--- config.mk ---
export PLATFORM = sky130hd
export DESIGN_NAME = uart_bus_master
export DESIGN_NICKNAME = d
export VERILOG_FILES = /design/src/rtl/uart_bus_master.sv
export SDC_FILE = /design/constraint.sdc
export NUM_CORES = 1
export LEC_CHECK = 0
export BUFFER_PORTS_ARGS = -buffer_cell sky130_fd_sc_hd__buf_2
export CORE_UTILIZATION = 40
export CTS_CLUSTER_DIAMETER = 120
export DETAILED_ROUTE_END_ITERATION = 10
export PLACE_DENSITY_LB_ADDON = 0.05
export SLEW_MARGIN = 20
export SYNTH_ARGS = -nofsm -noshare
export SYNTH_HDL_FRONTEND = slang
export SYNTH_SLANG_ARGS = --single-unit
export TNS_END_PERCENT = 30
--- constraint.sdc ---
create_clock -name clk -period 3.6 [get_ports clk]
set_clock_uncertainty 0.2 [all_clocks]
set_input_delay 0.54 -clock clk [delete_from_list [all_inputs] [get_ports clk]]
set_output_delay 0.54 -clock clk [all_outputs]
set_load 0.05 [all_outputs]
--- src/rtl/uart_bus_master.sv ---
// UART debug bridge: 'R'/'W' command frames become single-word accesses on the native memory bus.
// Define UART_BUS_MASTER_TIMEOUT_EN to abandon an access after TIMEOUT cycles and reply 'T'.
module uart_bus_master #(
  parameter int unsigned CLK_DIV = 104,
  parameter int unsigned TIMEOUT = 255
) (
  input  logic        clk,
  input  logic        resetn,
  input  logic        uart_rx,
  output logic        uart_tx,
  output logic        mem_valid,
  output logic        mem_instr,
  input  logic        mem_ready,
  output logic [31:0] mem_addr,
  output logic [31:0] mem_wdata,
  output logic [3:0]  mem_wstrb,
  input  logic [31:0] mem_rdata,
  output logic        busy
);

  localparam int unsigned CntW = $clog2(CLK_DIV);
  localparam logic [CntW-1:0] FullCnt = CntW'(CLK_DIV - 1);
  localparam logic [CntW-1:0] HalfCnt = CntW'(CLK_DIV / 2 - 1);

  localparam logic [7:0] CmdRead    = 8'h52;
  localparam logic [7:0] CmdWrite   = 8'h57;
  localparam logic [7:0] RepWrite   = 8'h4B;
  localparam logic [7:0] RepUnknown = 8'h3F;

  typedef enum logic [2:0] {StIdle, StAddr, StData, StBus, StReply} state_e;

  logic            rx_meta_q, rx_sync_q, rx_prev_q;
  logic            rx_busy_q;
  logic [CntW-1:0] rx_cnt_q;
  logic [3:0]      rx_bit_q;
  logic [7:0]      rx_sh_q;
  logic            rx_tick, rx_done, rx_ferr;

  state_e          state_q;
  logic            is_write_q;
  logic [1:0]      idx_q;
  logic [31:0]     addr_q;
  logic [31:0]     reply_q;
  logic [2:0]      tx_left_q;
  logic [CntW-1:0] tx_cnt_q;
  logic [3:0]      tx_bit_q;
  logic [7:0]      tx_byte;

`ifdef UART_BUS_MASTER_TIMEOUT_EN
  localparam int unsigned ToW = $clog2(TIMEOUT + 1);
  logic [ToW-1:0] to_cnt_q;
`else
  logic unused_timeout;
  assign unused_timeout = |TIMEOUT;
`endif

  assign mem_instr = 1'b0;
  assign mem_addr  = {addr_q[31:2], 2'b00};
  assign tx_byte   = reply_q[31:24];

  // Bit 0 is the start bit, checked half a bit in; bits 1..8 are data, bit 9 is stop.
  assign rx_tick = rx_busy_q && (rx_cnt_q == ((rx_bit_q == 4'd0) ? HalfCnt : FullCnt));
  assign rx_done = rx_tick && (rx_bit_q == 4'd9) && rx_sync_q;
  assign rx_ferr = rx_tick && (rx_bit_q == 4'd9) && !rx_sync_q;

  always_ff @(posedge clk or negedge resetn) begin
    if (!resetn) begin
      rx_meta_q <= 1'b1;
      rx_sync_q <= 1'b1;
      rx_prev_q <= 1'b1;
      rx_busy_q <= 1'b0;
      rx_cnt_q  <= '0;
      rx_bit_q  <= 4'd0;
      rx_sh_q   <= 8'h00;
    end else begin
      rx_meta_q <= uart_rx;
      rx_sync_q <= rx_meta_q;
      rx_prev_q <= rx_sync_q;
      if (!rx_busy_q) begin
        if (rx_prev_q && !rx_sync_q) begin
          rx_busy_q <= 1'b1;
          rx_cnt_q  <= '0;
          rx_bit_q  <= 4'd0;
        end
      end else if (rx_tick) begin
        rx_cnt_q <= '0;
        if ((rx_bit_q == 4'd0) && rx_sync_q) begin
          rx_busy_q <= 1'b0;  // start bit vanished: glitch
        end else if (rx_bit_q == 4'd9) begin
          rx_busy_q <= 1'b0;
        end else begin
          rx_bit_q <= rx_bit_q + 4'd1;
          if (rx_bit_q != 4'd0) rx_sh_q <= {rx_sync_q, rx_sh_q[7:1]};
        end
      end else begin
        rx_cnt_q <= rx_cnt_q + 1'b1;
      end
    end
  end

  always_ff @(posedge clk or negedge resetn) begin
    if (!resetn) begin
      state_q    <= StIdle;
      is_write_q <= 1'b0;
      idx_q      <= 2'd0;
      addr_q     <= 32'h0;
      mem_wdata  <= 32'h0;
      mem_wstrb  <= 4'h0;
      mem_valid  <= 1'b0;
      busy       <= 1'b0;
      uart_tx    <= 1'b1;
      reply_q    <= 32'h0;
      tx_left_q  <= 3'd0;
      tx_cnt_q   <= '0;
      tx_bit_q   <= 4'd0;
`ifdef UART_BUS_MASTER_TIMEOUT_EN
      to_cnt_q   <= '0;
`endif
    end else begin
`ifdef UART_BUS_MASTER_TIMEOUT_EN
      if (state_q != StBus) to_cnt_q <= '0;
`endif
      unique case (state_q)
        StIdle: begin
          if (rx_done) begin
            if ((rx_sh_q == CmdRead) || (rx_sh_q == CmdWrite)) begin
              is_write_q <= (rx_sh_q == CmdWrite);
              idx_q      <= 2'd0;
              state_q    <= StAddr;
            end else begin
              reply_q   <= {RepUnknown, 24'h0};
              tx_left_q <= 3'd1;
              uart_tx   <= 1'b0;
              tx_cnt_q  <= '0;
              tx_bit_q  <= 4'd0;
              state_q   <= StReply;
            end
          end
        end
        StAddr: begin
          if (rx_done) begin
            addr_q <= {addr_q[23:0], rx_sh_q};
            busy   <= 1'b1;
            idx_q  <= idx_q + 2'd1;
            if (idx_q == 2'd3) begin
              if (is_write_q) begin
                state_q <= StData;
              end else begin
                mem_wstrb <= 4'h0;
                mem_valid <= 1'b1;
                state_q   <= StBus;
              end
            end
          end else if (rx_ferr) begin
            busy    <= 1'b0;
            state_q <= StIdle;
          end
        end
        StData: begin
          if (rx_done) begin
            mem_wdata <= {mem_wdata[23:0], rx_sh_q};
            idx_q     <= idx_q + 2'd1;
            if (idx_q == 2'd3) begin
              mem_wstrb <= 4'hF;
              mem_valid <= 1'b1;
              state_q   <= StBus;
            end
          end else if (rx_ferr) begin
            busy    <= 1'b0;
            state_q <= StIdle;
          end
        end
        StBus: begin
          // mem_ready is checked first so it beats a timeout expiring in the same cycle.
          if (mem_ready) begin
            mem_valid <= 1'b0;
            reply_q   <= is_write_q ? {RepWrite, 24'h0} : mem_rdata;
            tx_left_q <= is_write_q ? 3'd1 : 3'd4;
            uart_tx   <= 1'b0;
            tx_cnt_q  <= '0;
            tx_bit_q  <= 4'd0;
            state_q   <= StReply;
          end
`ifdef UART_BUS_MASTER_TIMEOUT_EN
          else if (to_cnt_q == ToW'(TIMEOUT - 1)) begin
            mem_valid <= 1'b0;
            reply_q   <= {8'h54, 24'h0};
            tx_left_q <= 3'd1;
            uart_tx   <= 1'b0;
            tx_cnt_q  <= '0;
            tx_bit_q  <= 4'd0;
            state_q   <= StReply;
          end else begin
            to_cnt_q <= to_cnt_q + 1'b1;
          end
`endif
        end
        StReply: begin
          if (tx_cnt_q == FullCnt) begin
            tx_cnt_q <= '0;
            if (tx_bit_q == 4'd9) begin
              if (tx_left_q != 3'd1) begin
                tx_left_q <= tx_left_q - 3'd1;
                reply_q   <= {reply_q[23:0], 8'h00};
                uart_tx   <= 1'b0;
                tx_bit_q  <= 4'd0;
              end else begin
                uart_tx <= 1'b1;
                busy    <= 1'b0;
                state_q <= StIdle;
              end
            end else begin
              tx_bit_q <= tx_bit_q + 4'd1;
              uart_tx  <= (tx_bit_q < 4'd8) ? tx_byte[tx_bit_q[2:0]] : 1'b1;
            end
          end else begin
            tx_cnt_q <= tx_cnt_q + 1'b1;
          end
        end
        default: state_q <= StIdle;
      endcase
    end
  end

endmodule

After elaboration in Yosys (flattened, before gate mapping)
Index checks and enable logic that the tools add are counted.
{ "word_totals": {"reg_bits": 146, "in_bits": 36, "word_cells": 183} }
{ "classes": {"n_lt_le_gt_ge": 2, "reduce_logical": 32, "add_sub_neg": 6, "eq_ne": 33, "mux": 88, "bitwise": 2} }
{ "ops": {"columns": ["cell", "n"], "rows": [
  ["2-to-1 mux 32 bit", 7],
  ["one-hot mux 32 bit (3 select lines)", 1],
  ["2-to-1 mux 4 bit", 16],
  ["2-to-1 mux 7 bit", 8],
  ["2-to-1 mux 3 bit", 18],
  ["inequality test 2 bit, second input constant", 16],
  ["2-to-1 mux 1 bit", 25],
  ["one-hot mux 7 bit (3 select lines)", 1],
  ["AND reduction 7 bit", 3],
  ["== test 8 x 7 -> 1 bit, second input constant", 2],
  ["one-hot mux 3 bit (5 select lines)", 1],
  ["AND reduction 5 bit", 3],
  ["adder 7 x 1 -> 7 bit, second input constant", 2],
  ["one-hot mux 4 bit (3 select lines)", 1],
  ["AND reduction 4 bit", 3],
  ["AND reduction 6 bit", 2],
  ["inequality test 3 bit, second input constant", 3],
  ["one-hot mux 1 bit (3 select lines)", 3],
  ["one-hot mux 3 bit (3 select lines)", 1],
  ["nonzero test 3 bit", 3],
  ["adder 4 x 1 -> 4 bit, second input constant", 2],
  ["== test 4 bit, second input constant", 2],
  ["one-hot mux 4 bit (2 select lines)", 1],
  ["== test 7 bit", 1],
  ["25 further kinds", 38]
]} }

Longest topological paths before layout
Gate-level depths: netlist of the first run.
{ "depth": {"ltp_word": 9, "ltp_mapped": 8, "mapped_depth_nobuf": 7} }

Worst setup path after synthesis of the first run
Ideal clock, no wire load.
{ "synth_path": {"path_kind": "reg-to-reg", "from": "reg rx_bit_q[0]", "to": "reg reply_q[20]", "stages_incl_launch_ff": 9, "t_required_ns": 3.272, "t_arrival_ns": 2.372, "setup_slack_ns": 0.900, "cell_sequence": "dfrtp_1 > inv_1 > ha_1 > nor3b_4 > mux2i_2 > a21oi_2 > a211oi_4 > buf_6 > mux2_1"} }
{ "synth_between": {"elab_chain_cells": 8, "elab_cells_between_ends": 9, "cone_classes": "3 x eq/ne; 1 x mux; 5 x reduce/logical"} }
{ "synth_lines": {"columns": ["item", "line", "text"], "rows": [
  ["start, declared", "35", "logic [3:0] rx_bit_q;"],
  ["start signal, assigned", "92", "rx_bit_q <= rx_bit_q + 4'd1;"],
  ["logical NOT 4 bit", "62", "assign rx_tick = rx_busy_q && (rx_cnt_q == ((rx_bit_q == 4'd0) ? HalfCnt : FullCnt));"],
  ["2-to-1 mux 7 bit", "62", null],
  ["== test 7 bit", "62", null],
  ["logical AND 1 bit", "62", null],
  ["logical AND 1 bit * (2 in a row)", "63", "assign rx_done = rx_tick && (rx_bit_q == 4'd9) && rx_sync_q;"],
  ["inequality test 2 bit (no line) *", null, null],
  ["AND reduction 7 bit (no line) *", null, null],
  ["end signal, assigned", "131", "reply_q <= {RepUnknown, 24'h0};"],
  ["end signal, assigned", "177", "reply_q <= is_write_q ? {RepWrite, 24'h0} : mem_rdata;"],
  ["end signal, assigned", "204", "reply_q <= {reply_q[23:0], 8'h00};"],
  ["end, declared", "43", "logic [31:0] reply_q;"]
]} }
Every way passes the cells marked *; elsewhere a longest branch is shown, timed or not.
A chain may end at the register's enable or synchronous reset.

Worst setup path in the final report of the first run
{ "layout_path": {"from": "reg rx_bit_q[0]", "to": "reg reply_q[31]"} }
Same word-level chain as after synthesis.

==> results of run 1 <==
cell type report:
cell class                 count  area (um2)
clock buffer                  17         425
clock inverter                15         131
fill                        1556        8730
inverter                      26        97.6
multi-input combinational    354        2880
sequential                   143        3580
tap                          220         275
timing repair buffer         116         634
logic make-up after synthesis:
family	synth area share
buf+inv	0.0690
compound gates	0.0990
simple gates	0.0941
other cells	0.000541
mux	0.193
xor+xnor	0.00885
flops	0.517
fa+ha+maj	0.0181
worst max-delay path by stage:
stage | endpoint | slack, ns | depth (start not counted)
final | reply_q[31] | 0.61 | 8
after global routing | reply_q[31] | 0.45 | 8
after CTS | reply_q[31] | 0.62 | 8
after detailed placement | reply_q[31] | 0.64 | 8
after global placement | reply_q[15] | 0.75 | 8
after floorplan | reply_q[20] | 0.90 | 8
synthesized netlist by cell type (all sizes together) (5+ instances only):
cell / number / area (um2)
dfrtp: 139 / 3480
a21o: 7 / 52.6
nand3: 10 / 50.1
a21oi: 28 / 144
mux2: 95 / 1070
inv: 26 / 97.6
nand3b: 6 / 57.6
o22ai: 5 / 31.3
clkbuf: 8 / 30.0
nor3: 6 / 41.3
a22o: 16 / 140
nand2: 36 / 135
buf: 49 / 350
ha: 10 / 125
o21ai: 21 / 105
mux2i: 22 / 224
nor2: 17 / 66.3
worst register-to-register path: stages (launching register included):
cell and delay [ns]:
dfrtp_1 0.41, inv_1 0.11, ha_1 0.18, nor3b_4 0.32, mux2i_2 0.52, a21oi_2 0.20
a211oi_4 0.29, buf_12 0.26, mux2_1 0.38
sequential cells by signal, indices dropped and copies added, names as in the netlist, 2 cells and up, named ones only:
name,cells
rx_sh_q,8
reply_q,32
state_q,3
addr_q,32
idx_q,2
mem_wdata,32
rx_bit_q,4
tx_cnt_q,7
tx_left_q,3
rx_cnt_q,7
tx_bit_q,4
per-layer routing:
layer | GRT usage | vias to the layer above | routed length (um)
met4 | 0.0612 | 0 | 182
met2 | 0.283 | 89 | 6980
met3 | 0.0407 | 12 | 535
met1 | 0.210 | 2330 | 6300
met5 | 0 | - | 0
li1 | - | 2191 | -
timing repair:
| item | CTS | global route |
|---|---|---|
| hold buffers | 2 | 0 |
| hold endpoints to repair | 60 | 0 |
| resized for setup | 0 | 0 |
power breakdown:
part | internal [mW] | leakage [nW] | switching [mW]
sequential | 1.75 | 1.93 | 0.170
clock | 0.900 | 0.263 | 0.732
combinational | 0.434 | 1.85 | 0.553
==> impl_metrics.toml, run 1 <==
[clock_network]
clk_pin_slew_ns = 0.06
cts_tree = "built"
clockBufferDepth = 2
insertion_delay_ns = 0.42
numCtsBuffers = 17
h-tree-depth = 4
cts.sinks = 143
cts-root-buf = "clkbuf_16"
cts_setup_buffers = 0

[floorplanning]
ioPinCount = 108
row_count = 47
die_y_um = 134
die-area_um2 = 17900
die_w_um = 134
initial_core_util = 0.413
core_um2 = 16800

[critical_path]
rrSetupSlack_ns = 0.61
path_class = "register to register"
cp-end-kind = "register"
r2r_cells = 8
crit_required_ns = 3.70
crit_chain = "inv_1 > ha_1 > nor3b_4 > mux2i_2 > a21oi_2 > a211oi_4 > buf_12 > mux2_1"
cp.arrival_ns = 3.08
critPathLaunch = "rx_bit_q[0]"
critPathMaxStageDelay_ns = 0.52
critPathLaunchType = "register"
path_buf_inv = 2
slowest_stage = "mux2i_2"
crit_fanout = 34
critPathTopFamily = "multiplexers"
r2r-start = "rx_bit_q[0]"
reg2reg_to = "reply_q[31]"

[drt]
drt_iter0_markers = 178
antenna_left = 0
dr.pass1.iters = 4
num_vias = 4622
post_drt_wl_per_cell_um = 15.7
drc = 0
finalWirelength_um = 14000
viasPerCell = 5.19

[grt]
grt_usage = 0.168
grt_max_degree = 84
grt_pass1_wl_um = 23700
grt_pass1_vias = 4736
antenna_found_initial = 0
grt-ovfl-total = 0

[power]
peakVddDrop_v = 0.000329
p_per_area_nw_per_um2 = 565
power.total_mw = 4.54
power_leakage_nw = 4.04

[timing]
hold_ws_ns = 0.150
timing.final.crit_period_ns = 2.99
grt_setup_unrepaired = "false"
min_period_over_period = 0.829
hold_viol_final = 0
tightest_slew_ns = 0.853
fin_tns_setup_ns = 0
layout_setup_ws_ns = 0.614
fmax_mhz = 335
setup_viol = 0
slew_viol_final = 0
slew_headroom = 0.429

[yosys]
synth-edff-count = 0
synthCells = 578
async_flop_share = 1.00
ys_types = 61
ys.flop_type = "dfrtp_1"
postSynthRegisterBits = 143
yosysSeqAreaShare = 0.517
syn_area_um2 = 6930
syn_avg_cell_area_um2 = 12.0
ys_warn_count = 0

[cells_and_area]
drive_above_1_share = 0.364
final_common_cell = "dfrtp_1"
final_cell_mix = "dfrtp_1, buf_2, mux2_2, nand2_1, a21oi_1"
fin_util = 0.479
nets = 704
fin_cells = 891
syn2layout_area_growth_pct = 15.9
fin_area_um2 = 8030
diodes = 0

[worst_hold_path]
hold_path_end = "reply_q[6]"
min-delay-path-class = "input pin to register"
hold_start = "mem_rdata[6]"
hold_depth = 3

[status]
status = "finished clean"

[placed_design]
dp_hpwl_um = 9760
dpl-instance-area_um2 = 7450
io_buffers = 104
place_inst = 857
pre_cts_slack_ns = 0.639
gp_congestion = 0.812

[run]
cap_viol_max_count = 0
(Power assumes the default switching activity.)
==> run 2, diff against run 1 <==
- ABC_AREA: default -> 1
- clock period: 3.6 -> 2.8 ns (I/O delays scaled with it)
==> run 2 against run 1 <==
Net effect:
- die area is 2.1% higher
- clock power rose by 48%
- core utilization is 0.62 points lower
- critical path depth increased by 4
- combinational power down 63%
- global-route usage increased by 1.1 points
- cell area grew 1.9%
==> impl_metrics.toml, run 2 <==
[status]
status = "finished clean"

[floorplanning]
die_y_um = 135
ioPinCount = 108
die_w_um = 135
core_um2 = 17300
die-area_um2 = 18200
row_count = 48
initial_core_util = 0.409

[yosys]
syn_avg_cell_area_um2 = 8.79
synthTopCellsByCount = "nand2_1, dfrtp_1, nand3_1, inv_1, buf_4"
ys_warn_count = 0
async_flop_share = 1.00
synth-edff-count = 0
yosysMostFrequentCell = "nand2_1"
syn_area_um2 = 7070
synth_area_leaders = "dfrtp_1, nand2_1, nand3_1"
yosysTopAreaCell = "dfrtp_1"
synth_top_area_share = 0.492
ys.flop_type = "dfrtp_1"
postSynthRegisterBits = 143
ys_types = 42
yosysSeqAreaShare = 0.507
synthCells = 805

[cells_and_area]
drive_above_1_share = 0.246
diodes = 0
fillers = 1711
nets = 923
fin_util = 0.473
syn2layout_area_growth_pct = 15.6
multi_input_area_um2 = 2720
fin_cells = 1114
final_common_cell = "nand2_1"
biggestRegsByFlops = "addr_q x32, mem_wdata x32, reply_q x32"
final_cell_mix = "nand2_1, dfrtp_1, buf_2, nand3_1, inv_1"
seq_area_um2 = 3580

[clock_network]
cts.sinks = 143
insertion_delay_ns = 0.41
h-tree-depth = 4
clk_pin_slew_ns = 0.06
cts_tree = "built"
clockBufferDepth = 2
cts-root-buf = "clkbuf_16"
numCtsBuffers = 17

[grt]
antenna_found_initial = 0
grt-ovfl-total = 0
grt_usage = 0.179
grt_pass1_wl_um = 25800
grt_pass1_vias = 5181
grt_max_degree = 71

[critical_path]
critPathLaunchType = "register"
crit_fanout = 24
cp-end-kind = "register"
crit_required_ns = 2.91
cp.arrival_ns = 2.52
critPathMaxStageDelay_ns = 0.41
path_class = "register to register"
slowest_stage = "dfrtp_1"
crit_chain = "inv_1 > ha_1 > nand2_2 > nand2_1 > nand2_2 > nor2_4 > nand4_4 > inv_2 > nand2_2 > buf_4 > nand2_1 > nand2_1"

[placed_design]
dp_hpwl_um = 10900
place_inst = 1081
gp_congestion = 0.824
io_buffers = 104

[run]
cap_viol_max_count = 0

[timing]
fin_tns_setup_ns = 0
tightest_slew_ns = 0.688
slew_viol_final = 0
fmax_mhz = 414
min_period_over_period = 0.863
hold_ws_ns = 0.0575
slew_headroom = 0.537
setup_viol = 0
grt_setup_unrepaired = "false"
hold_viol_final = 0
timing.final.crit_period_ns = 2.42

[worst_hold_path]
min-delay-path-class = "input pin to register"

[drt]
dr.pass1.iters = 5
post_drt_wl_per_cell_um = 13.7
drc = 0
antenna_left = 0
finalWirelength_um = 15300
num_vias = 5394
viasPerCell = 4.84
drt_iter0_markers = 340

[power]
power.total_mw = 4.97
peakVddDrop_v = 0.000415
p_per_area_nw_per_um2 = 608
power_leakage_nw = 4.21
-- run 2: cell count changes in the layout (fill, tap and decap cells not counted), sizes merged, moves of 17 or more --
cell / change
nand2: +208
mux2: -95
o21ai: +65
nand3: +60
inv: +44
mux2i: -22
nor2: +20
a21oi: -17
-- run 2: cells by family (layout without fill, tap and decap cells) --
group,Yosys count,in the layout,synth area share
fa+ha+maj,10,10,0.0177
other cells,1,3,0.000530
flops,143,143,0.507
xor+xnor,8,8,0.00990
compound gates,132,132,0.132
buf+inv,144,226,0.111
simple gates,367,367,0.222
-- run 2: metrics by stage --
| step | cell area [um2] | setup slack [ns] |
|---|---|---|
| CTS | 8180 | 0.365 |
| finish | 8180 | 0.382 |
| floorplan | 7080 | 0.802 |
| global route | 8180 | 0.125 |
| detailed placement | 7530 | 0.376 |
| global placement | 7530 | 0.461 |
-- run 2: area by class of cell --
class,instances,share of cell area
Inverter,74,0.0340
Clock buffer,22,0.0580
Tap cell,225,0.0344
Timing Repair Buffer,121,0.0837
Clock inverter,9,0.0191
Sequential cell,143,0.438
Multi-Input combinational cell,520,0.333
-- run 2: path summary, 6_finish.rpt --
path	from	endpoint	slack (ns)	depth (start not counted)
worst min-delay path	mem_rdata[2]	reply_q[2]	0.06	3
worst min register to register	rx_meta_q	rx_sync_q	0.16	0
min in group asynchronous	resetn	mem_wdata[30]	0.33	2
worst max-delay path	rx_bit_q[0]	mem_wdata[14]	0.38	12
max in group asynchronous	resetn	addr_q[21]	1.42	3
worst max register to register	rx_bit_q[0]	mem_wdata[14]	0.38	12
-- run 2: where the power goes --
group          switching (mW)  leakage, nW  internal [mW]
combinational           0.222         1.99          0.140
clock                   0.853        0.299           1.56
sequential             0.0627         1.92           2.14
total                    1.14         4.21           3.84
-- run 2: per-layer routing --
| metal | up-vias | GRT usage | part of all wire |
|---|---|---|---|
| li1 | 2718 | - | - |
| met1 | 2525 | 0.253 | 0.49 |
| met2 | 128 | 0.271 | 0.45 |
| met3 | 23 | 0.0364 | 0.046 |
| met4 | 0 | 0.0655 | 0.016 |
| met5 | - | 0 | 0 |
-- run 2: timing repair --
item | 4_1_cts | 5_1_grt
setup buffers | 0 | 0
hold buffers | 2 | 0
endpoints found under the setup margin | 0 | 0
endpoints found under the hold margin | 48 | 0
resized for setup | 0 | 0
-- run 2: critical path: cells and delay by family (launching register included) --
kind / cells / cell delay (ns)
DFF: 1 / 0.41
adders and majority gates: 1 / 0.17
buffers and inverters: 3 / 0.62
and+or+nand+nor: 8 / 0.91
